$ cat src/rtl/enemy_pkg.sv
// Shared definitions for enemy blocks: state encoding and default geometry.
package enemy_pkg;

   localparam int unsigned COORD_W    = 10;
   localparam int unsigned SPRITE_DEF = 12;

   typedef enum logic [1:0] {
      ST_WALK  = 2'd0,
      ST_SHELL = 2'd1,
      ST_GONE  = 2'd2
   } enemy_state_t;

endpackage

$ cat src/rtl/enemy_patrol_if.sv
// Character/scroll inputs and render/status outputs of one enemy instance.
interface enemy_patrol_if #(
   parameter int unsigned W = 10
);
   logic         frame_tick;
   logic [W-1:0] char_X;
   logic [W-1:0] char_Y;
   logic [W-1:0] bg_pos;
   logic [W-1:0] enemy_x;
   logic [W-1:0] enemy_y;
   logic         death;
   logic         stomp;
   logic         en;
   logic [1:0]   state;

   modport master (
      output frame_tick, char_X, char_Y, bg_pos,
      input  enemy_x, enemy_y, death, stomp, en, state
   );

   modport slave (
      input  frame_tick, char_X, char_Y, bg_pos,
      output enemy_x, enemy_y, death, stomp, en, state
   );
endinterface

$ cat src/rtl/enemy_patrol_tick_divider.sv
// frame_tick prescaler: o_term_c fires on the DIV-th tick; i_clr holds the count at zero.
module tick_divider #(
   parameter int unsigned DIV = 4
) (
   input  logic clk,
   input  logic rst_n,
   input  logic i_clr,
   input  logic i_tick,
   output logic o_term_c
);
   localparam int unsigned CW = (DIV > 1) ? $clog2(DIV) : 1;

   logic [CW-1:0] r_cnt;
   logic          w_last;

   assign w_last   = (r_cnt == CW'(DIV - 1));
   assign o_term_c = i_tick && !i_clr && w_last;

   always_ff @(posedge clk or negedge rst_n) begin
      if (!rst_n)       r_cnt <= '0;
      else if (i_clr)   r_cnt <= '0;
      else if (i_tick)  r_cnt <= w_last ? '0 : r_cnt + CW'(1);
   end
endmodule

$ cat src/rtl/enemy_patrol.sv
// One patrolling enemy: walks between X_MIN/X_MAX, shells on stomp, recovers after a timeout,
// removed on a second stomp; side contact while walking kills the character.
module enemy_patrol
   import enemy_pkg::*;
#(
   parameter int unsigned W            = COORD_W,
   parameter int unsigned SPRITE       = SPRITE_DEF,
   parameter int unsigned X_INIT       = 468,
   parameter int unsigned Y_INIT       = 80,
   parameter int unsigned X_MIN        = 420,
   parameter int unsigned X_MAX        = 520,
   parameter int unsigned STEP_DIV     = 4,
   parameter int unsigned SHELL_FRAMES = 180
) (
   input  logic          sys_clk,
   input  logic          RST_N,
   enemy_patrol_if.slave bus
);
   localparam int unsigned XW = W + 1;

   enemy_state_t r_state;
   logic [W-1:0] r_x;
   logic         r_dir;
   logic         r_death;
   logic         r_stomp;
   logic         r_en;
   logic         r_stomp_q;

   logic [XW-1:0] w_cx;
   logic [XW-1:0] w_cy;
   logic [XW-1:0] w_xr;
   logic          w_x_ov;
   logic          w_stomp_cond;
   logic          w_side;
   logic          w_stomp_acc;
   logic          w_step;
   logic          w_shell_done;

   // Overlap and contact tests in W+1 bits so the sprite offset never wraps.
   assign w_cx         = {1'b0, bus.char_X};
   assign w_cy         = {1'b0, bus.char_Y};
   assign w_xr         = {1'b0, r_x};
   assign w_x_ov       = ((w_cx + XW'(SPRITE)) > w_xr) && (w_cx < (w_xr + XW'(SPRITE)));
   assign w_stomp_cond = w_x_ov && ((w_cy + XW'(SPRITE)) == XW'(Y_INIT));
   assign w_side       = w_x_ov && (bus.char_Y == W'(Y_INIT));
   // A held stomp counts once: only the first cycle of the condition is accepted.
   assign w_stomp_acc  = w_stomp_cond && !r_stomp_q;

   tick_divider #(.DIV(STEP_DIV)) u_step_div (
      .clk      (sys_clk),
      .rst_n    (RST_N),
      .i_clr    ((r_state != ST_WALK) || w_stomp_acc),
      .i_tick   (bus.frame_tick),
      .o_term_c (w_step)
   );

   tick_divider #(.DIV(SHELL_FRAMES)) u_shell_tmr (
      .clk      (sys_clk),
      .rst_n    (RST_N),
      .i_clr    ((r_state != ST_SHELL) || w_stomp_acc),
      .i_tick   (bus.frame_tick),
      .o_term_c (w_shell_done)
   );

   always_ff @(posedge sys_clk or negedge RST_N) begin
      if (!RST_N) begin
         r_state   <= ST_WALK;
         r_x       <= W'(X_INIT);
         r_dir     <= 1'b1;
         r_death   <= 1'b0;
         r_stomp   <= 1'b0;
         r_en      <= 1'b1;
         r_stomp_q <= 1'b0;
      end else begin
         r_stomp_q <= w_stomp_cond;
         r_stomp   <= 1'b0;
         r_death   <= 1'b0;
         case (r_state)
            ST_WALK: begin
               r_death <= w_side;
               if (w_stomp_acc) begin
                  r_state <= ST_SHELL;
                  r_stomp <= 1'b1;
               end else if (w_step) begin
                  if (r_dir) begin
                     if (r_x == W'(X_MAX)) r_dir <= 1'b0;
                     else                  r_x   <= r_x + W'(1);
                  end else begin
                     if (r_x == W'(X_MIN)) r_dir <= 1'b1;
                     else                  r_x   <= r_x - W'(1);
                  end
               end
            end
            ST_SHELL: begin
               if (w_stomp_acc) begin
                  r_state <= ST_GONE;
                  r_stomp <= 1'b1;
                  r_en    <= 1'b0;
               end else if (w_shell_done) begin
                  r_state <= ST_WALK;
               end
            end
            ST_GONE: begin
               r_en <= 1'b0;
            end
            default: begin
               r_state <= ST_WALK;
            end
         endcase
      end
   end

   assign bus.enemy_x = r_x - bus.bg_pos;
   assign bus.enemy_y = W'(Y_INIT);
   assign bus.death   = r_death;
   assign bus.stomp   = r_stomp;
   assign bus.en      = r_en;
   assign bus.state   = r_state;
endmodule

$ cat src/flat_wrapper.sv
// flat-port wrapper written by rule: the top's interface ports become plain ports
module enemy_patrol_flat import enemy_pkg::*;
#(
   parameter int unsigned W            = COORD_W,
   parameter int unsigned SPRITE       = SPRITE_DEF,
   parameter int unsigned X_INIT       = 468,
   parameter int unsigned Y_INIT       = 80,
   parameter int unsigned X_MIN        = 420,
   parameter int unsigned X_MAX        = 520,
   parameter int unsigned STEP_DIV     = 4,
   parameter int unsigned SHELL_FRAMES = 180
)
  (sys_clk, RST_N, bus_frame_tick, bus_char_X, bus_char_Y, bus_bg_pos, bus_enemy_x, bus_enemy_y, bus_death, bus_stomp, bus_en, bus_state);
  enemy_patrol_if #(.W(W)) bus_i ();
  input  logic sys_clk;
  input  logic RST_N;
  input wire logic [$bits(bus_i.frame_tick)-1:0] bus_frame_tick;
  input wire logic [$bits(bus_i.char_X)-1:0] bus_char_X;
  input wire logic [$bits(bus_i.char_Y)-1:0] bus_char_Y;
  input wire logic [$bits(bus_i.bg_pos)-1:0] bus_bg_pos;
  output wire logic [$bits(bus_i.enemy_x)-1:0] bus_enemy_x;
  output wire logic [$bits(bus_i.enemy_y)-1:0] bus_enemy_y;
  output wire logic [$bits(bus_i.death)-1:0] bus_death;
  output wire logic [$bits(bus_i.stomp)-1:0] bus_stomp;
  output wire logic [$bits(bus_i.en)-1:0] bus_en;
  output wire logic [$bits(bus_i.state)-1:0] bus_state;
  assign bus_i.frame_tick = bus_frame_tick;
  assign bus_i.char_X = bus_char_X;
  assign bus_i.char_Y = bus_char_Y;
  assign bus_i.bg_pos = bus_bg_pos;
  assign bus_enemy_x = bus_i.enemy_x;
  assign bus_enemy_y = bus_i.enemy_y;
  assign bus_death = bus_i.death;
  assign bus_stomp = bus_i.stomp;
  assign bus_en = bus_i.en;
  assign bus_state = bus_i.state;
  enemy_patrol #(.W(W), .SPRITE(SPRITE), .X_INIT(X_INIT), .Y_INIT(Y_INIT), .X_MIN(X_MIN), .X_MAX(X_MAX), .STEP_DIV(STEP_DIV), .SHELL_FRAMES(SHELL_FRAMES)) u_core (.sys_clk(sys_clk), .RST_N(RST_N), .bus(bus_i));
endmodule
$ cat config.mk
export PLATFORM = sky130hd
export DESIGN_NAME = enemy_patrol_flat
export DESIGN_NICKNAME = d
export VERILOG_FILES = /design/src/rtl/enemy_pkg.sv /design/src/rtl/enemy_patrol_if.sv /design/src/rtl/enemy_patrol_tick_divider.sv /design/src/rtl/enemy_patrol.sv /design/src/flat_wrapper.sv
export SDC_FILE = /design/constraint.sdc
export NUM_CORES = 1
export LEC_CHECK = 0
export ABC_AREA = 1
export ABC_CLOCK_PERIOD_IN_PS = 7300
export CAP_MARGIN = 5
export CELL_PAD_IN_SITES_DETAIL_PLACEMENT = 1
export CELL_PAD_IN_SITES_GLOBAL_PLACEMENT = 2
export CORE_AREA = 2 2 100 102
export CTS_BUF_LIST = sky130_fd_sc_hd__clkbuf_8
export CTS_CLUSTER_SIZE = 30
export DETAILED_ROUTE_END_ITERATION = 10
export DIE_AREA = 0 0 102 104
export GPL_TIMING_DRIVEN = 0
export PLACE_DENSITY_LB_ADDON = 0.1
export SLEW_MARGIN = 10
export SYNTH_ARGS = -nofsm -noshare
export SYNTH_HDL_FRONTEND = slang
export SYNTH_SLANG_ARGS = --single-unit
$ cat constraint.sdc
create_clock -name sys_clk -period 7.3 [get_ports sys_clk]
set_input_delay 1.46 -clock sys_clk [delete_from_list [all_inputs] [get_ports sys_clk]]
set_output_delay 1.46 -clock sys_clk [all_outputs]
set_load 0.03 [all_outputs]
==> summary.md <==
| Metric | Value |
|---|---|
| Worst voltage drop across the vdd grid | 0.06474 mV |
| Post-Syn Instances | 441 |
| Part of the power in combinational logic | 28.5% |
| Total core area | 0.009549 mm² |
| Initial standard-cell utilization of the core | 32.48% |
| Vias per cell | 4.544 |
| Number of hold violations in the final report | 0 |
| CTS Buffer Depth | 2 |
| Syn-to-layout area delta | 22.51% |
| CTS clock-pin slew for the worst setup and hold paths | 0.09 ns |
| Maximum operating frequency | 0.1758 GHz |
| Async set-reset flop share out of synthesis | 100.0% |
| Standby leakage power | 1.887 nW |
| Detailed-router iteration count before antenna repair | 4 |
| Final nets | 576 |
| Filler-free cell count of the finished design | 632 |
| Source of the worst hold timing path | u_core.bus.en |
| Min Tclk post-route | 5.690 ns |
| Buffer count from post-CTS setup fixing | 0 |
| CTS resizes | 0 |
| Max-slew violation total from the final report | 0 |
| Data arrival time of the critical path | 4.23 ns |
| Final setup violation count | 0 |
| Horiz. Die Dim | 102 µm |
| Global-route wire length before repair | 13,890 µm |
| Setup repair after global routing missed its margin | false |
| Met3 demand-to-capacity share in global routing | 1.075% |
| Overall overflow remaining after global route | 0 |
| Number of storage elements in the synthesis netlist | 27 |
| Post-synth EDFFs | 0 |
| Cell type with the largest total area after synthesis | sky130_fd_sc_hd__ha_1 |
| Reg2Reg Setup Slack | 4.22 ns |
| Outcome | finished clean |
| Startpoint of the worst-slack reg-to-reg timing path | u_core.r_x[2] |
| Portion of total power attributed to sequential cells | 45.4% |
| Clock H-tree levels | 1 |
| Count of warnings emitted by yosys | 0 |
| Post-DP HPWL | 6683 µm |
| Number of clock buffers inserted by TritonCTS | 3 |
| Pin count of the biggest net entering global routing | 28 |
| Startpoint type of the worst setup path | primary input |
| Detailed-route wire length per cell | 12.59 µm |
| Class of the most critical setup path | in2out |
| DIE AREA | 0.01061 mm² |
| Worst slack at placement | 1.615 ns |
| Internal power | 230.8 µW |
| Worst hold path depth | 2 |
| Global Route Usage Sum | 15.80% |
| Switching component of the power | 98.59 µW |
| Sum Neg Setup Slack | 0 ns |
| GR met1 Demand/Resource | 21.84% |
| Data required time at the worst endpoint | 5.84 ns |
| Root Driver | sky130_fd_sc_hd__clkbuf_8 |
| Port Buffer Count | 46 |
| Share of the cycle needed by the critical path after routing | 77.94% |
| Io pins | 58 |
| GRT busiest layer | met2 |
| Clk_lat worst skew | 0.27 ns |
| Final weighted congestion of routability-driven global placement | 0.7797 |
| Share of total power consumed by net switching | 29.93% |
| Clk sinks | 27 |
| List of most frequent post-synthesis cells | sky130_fd_sc_hd__nand2_1, sky130_fd_sc_hd__inv_1, sky130_fd_sc_hd__ha_1 |
| Total power | 329.4 µW |
| Fillers | 1,255 |
| Number of nets still failing antenna checks after routing | 0 |
| Ranking of synthesized cells by area | sky130_fd_sc_hd__ha_1, sky130_fd_sc_hd__dfrtp_1, sky130_fd_sc_hd__nand2_1 |
| Final wirelength | 7956 µm |
| Kind of end point of the critical path | output pin |
| Fin worst setup slack | 1.610 ns |
| Hold-critical path endpoint | u_core.bus.en |
| Most frequent cell after synthesis | sky130_fd_sc_hd__nand2_1 |
| Fraction of the yosys area taken by sequential cells | 22.07% |
| Part of the power in the clock network | 26.1% |
| GRT met2 Usage | 27.63% |
| Power density over cell area | 86.68 mW/mm² |
| Reg-to-reg endpoint | u_core.r_x[3] |
| Post-synth top flop | sky130_fd_sc_hd__dfrtp_1 |
| DR DRC count | 0 |
| Area fraction of the dominant cell type after synthesis | 16.54% |
| Register-to-Register Path Depth | 18 |
| Number of rows in the core area | 36 |
| Smallest hold slack | 0.4647 ns |
| Combined area of all synthesized cells | 0.003102 mm² |
| Transition time at the pin with the least slew margin | 0.6973 ns |
| Height of the die | 104 µm |
| Count of placed standard cells including taps | 628 |
| Total vias in the final route | 2,872 |
| Worst-path maximum fanout | 2 |
| Antenna violations before repair | 0 |
| Mean instance size in the synthesized netlist | 7.033 µm² |
| Finished Cell Area | 0.003800 mm² |
| Antenna diodes | 0 |
| Post-synthesis cell type count | 37 |
| Violation count after the first detailed-routing iteration | 77 |
| Max_slew headroom | 53.41% |
| Standard cell area after detailed placement | 0.003754 mm² |
| Worst hold path class | reg2reg |
| Vias in the first global route | 2,960 |
| Number of maximum-capacitance violations | 0 |
| Clock Skew | 0.001393 ns |
| Clock tree from TritonCTS | yes |
| Hold-fix buffer count after cts | 0 |
| Fraction of layout cells with a size suffix above 1 | 8.417% |
| Utilization after layout | 39.79% |
-- placed cells by master, fill, tap and decap left out, types with 2 or more instances in the layout --
cell and n:
sky130_fd_sc_hd__xnor2_1 8, sky130_fd_sc_hd__nand3_1 19, sky130_fd_sc_hd__buf_4 11, sky130_fd_sc_hd__a21oi_1 26, sky130_fd_sc_hd__dfstp_2 7, sky130_fd_sc_hd__nor3b_1 2
sky130_fd_sc_hd__nand2_2 3, sky130_fd_sc_hd__dfrtp_1 20, sky130_fd_sc_hd__clkdlybuf4s50_1 45, sky130_fd_sc_hd__o21ai_0 12, sky130_fd_sc_hd__o2111ai_1 2, sky130_fd_sc_hd__inv_1 67
sky130_fd_sc_hd__nor2_4 2, sky130_fd_sc_hd__nand4_1 2, sky130_fd_sc_hd__nand2_1 123, sky130_fd_sc_hd__xor2_1 24, sky130_fd_sc_hd__fa_1 2, sky130_fd_sc_hd__clkbuf_8 3
sky130_fd_sc_hd__a21boi_0 2, sky130_fd_sc_hd__nor2_1 35, sky130_fd_sc_hd__ha_1 41, sky130_fd_sc_hd__conb_1 10, sky130_fd_sc_hd__o21ai_2 3, sky130_fd_sc_hd__nor4_1 4
sky130_fd_sc_hd__nor3_1 8, sky130_fd_sc_hd__nor2_2 3
-- critical path, stage by stage --
cell	delay, ns
sky130_fd_sc_hd__clkdlybuf4s50_1	0.40
sky130_fd_sc_hd__ha_1	0.24
sky130_fd_sc_hd__fa_1	0.41
sky130_fd_sc_hd__o21ai_0	0.37
sky130_fd_sc_hd__nand2_1	0.11
sky130_fd_sc_hd__nand2_1	0.08
sky130_fd_sc_hd__a21oi_1	0.09
sky130_fd_sc_hd__nor2_1	0.10
sky130_fd_sc_hd__nor2_1	0.05
sky130_fd_sc_hd__nor2_1	0.12
sky130_fd_sc_hd__o21bai_1	0.08
sky130_fd_sc_hd__nand2_1	0.06
sky130_fd_sc_hd__clkdlybuf4s50_1	0.66
-- area by class of cell --
cell class | instances | area [µm²] | area share, %
Sequential cell | 27 | 684.4 | 18.01
Clock buffer | 3 | 41.29 | 1.087
Inverter | 67 | 251.5 | 6.618
Buffer | 14 | 118.9 | 3.128
Multi-Input combinational cell | 341 | 2077 | 54.66
Clock inverter | 1 | 5.005 | 0.1317
Tap cell | 133 | 166.4 | 4.379
Timing Repair Buffer | 46 | 455.4 | 11.99
-- layer usage --
metal / vias to the layer above / wire length, µm
met3: 2 / 136
met1: 1351 / 3797
met5: - / 0
li1: 1496 / -
met2: 23 / 3994
met4: 0 / 27
-- kinds of logic after synthesis --
family	synth area share [%]
simple gates	29.37
buf+inv	11.94
compound gates	9.521
fa+ha+maj	17.83
xor+xnor	9.036
flops	22.07
other cells	0.2421
-- power groups by stage --
| stage | logic [mW] | clock network [mW] | registers (mW) |
|---|---|---|---|
| after floorplan | 0.0559 | 0 | 0.152 |
| after global placement | 0.0929 | 0 | 0.152 |
| after detailed placement | 0.0948 | 0 | 0.152 |
| after CTS | 0.0953 | 0.0915 | 0.150 |
| after global routing | 0.105 | 0.0976 | 0.150 |
| final | 0.0939 | 0.0859 | 0.150 |
-- how the worst max path moves through the flow --
| stage | from | endpoint | slack [ns] | cells past startpoint |
|---|---|---|---|---|
| finish | bus_bg_pos[0] | bus_enemy_x[8] | 1.61 | 13 |
| global placement | bus_bg_pos[0] | bus_enemy_x[8] | 1.68 | 13 |
| global route | bus_bg_pos[0] | bus_enemy_x[8] | 1.40 | 13 |
| detailed placement | bus_bg_pos[0] | bus_enemy_x[8] | 1.61 | 13 |
| floorplan | bus_bg_pos[0] | bus_enemy_x[8] | 2.82 | 11 |
| CTS | bus_bg_pos[0] | bus_enemy_x[8] | 1.61 | 13 |
-- flip-flops by register name, indices dropped and copies added (netlist names) --
| name | flops |
|---|---|
| u_core.u_step_div.r_cnt | 2 |
| u_core.r_dir | 1 |
| u_core.u_shell_tmr.r_cnt | 8 |
| u_core.bus.death | 1 |
| u_core.bus.stomp | 1 |
| u_core.bus.en | 1 |
| u_core.bus.state | 2 |
| u_core.r_stomp_q | 1 |
| u_core.r_x | 10 |
Power figures use the tool's default switching activity.
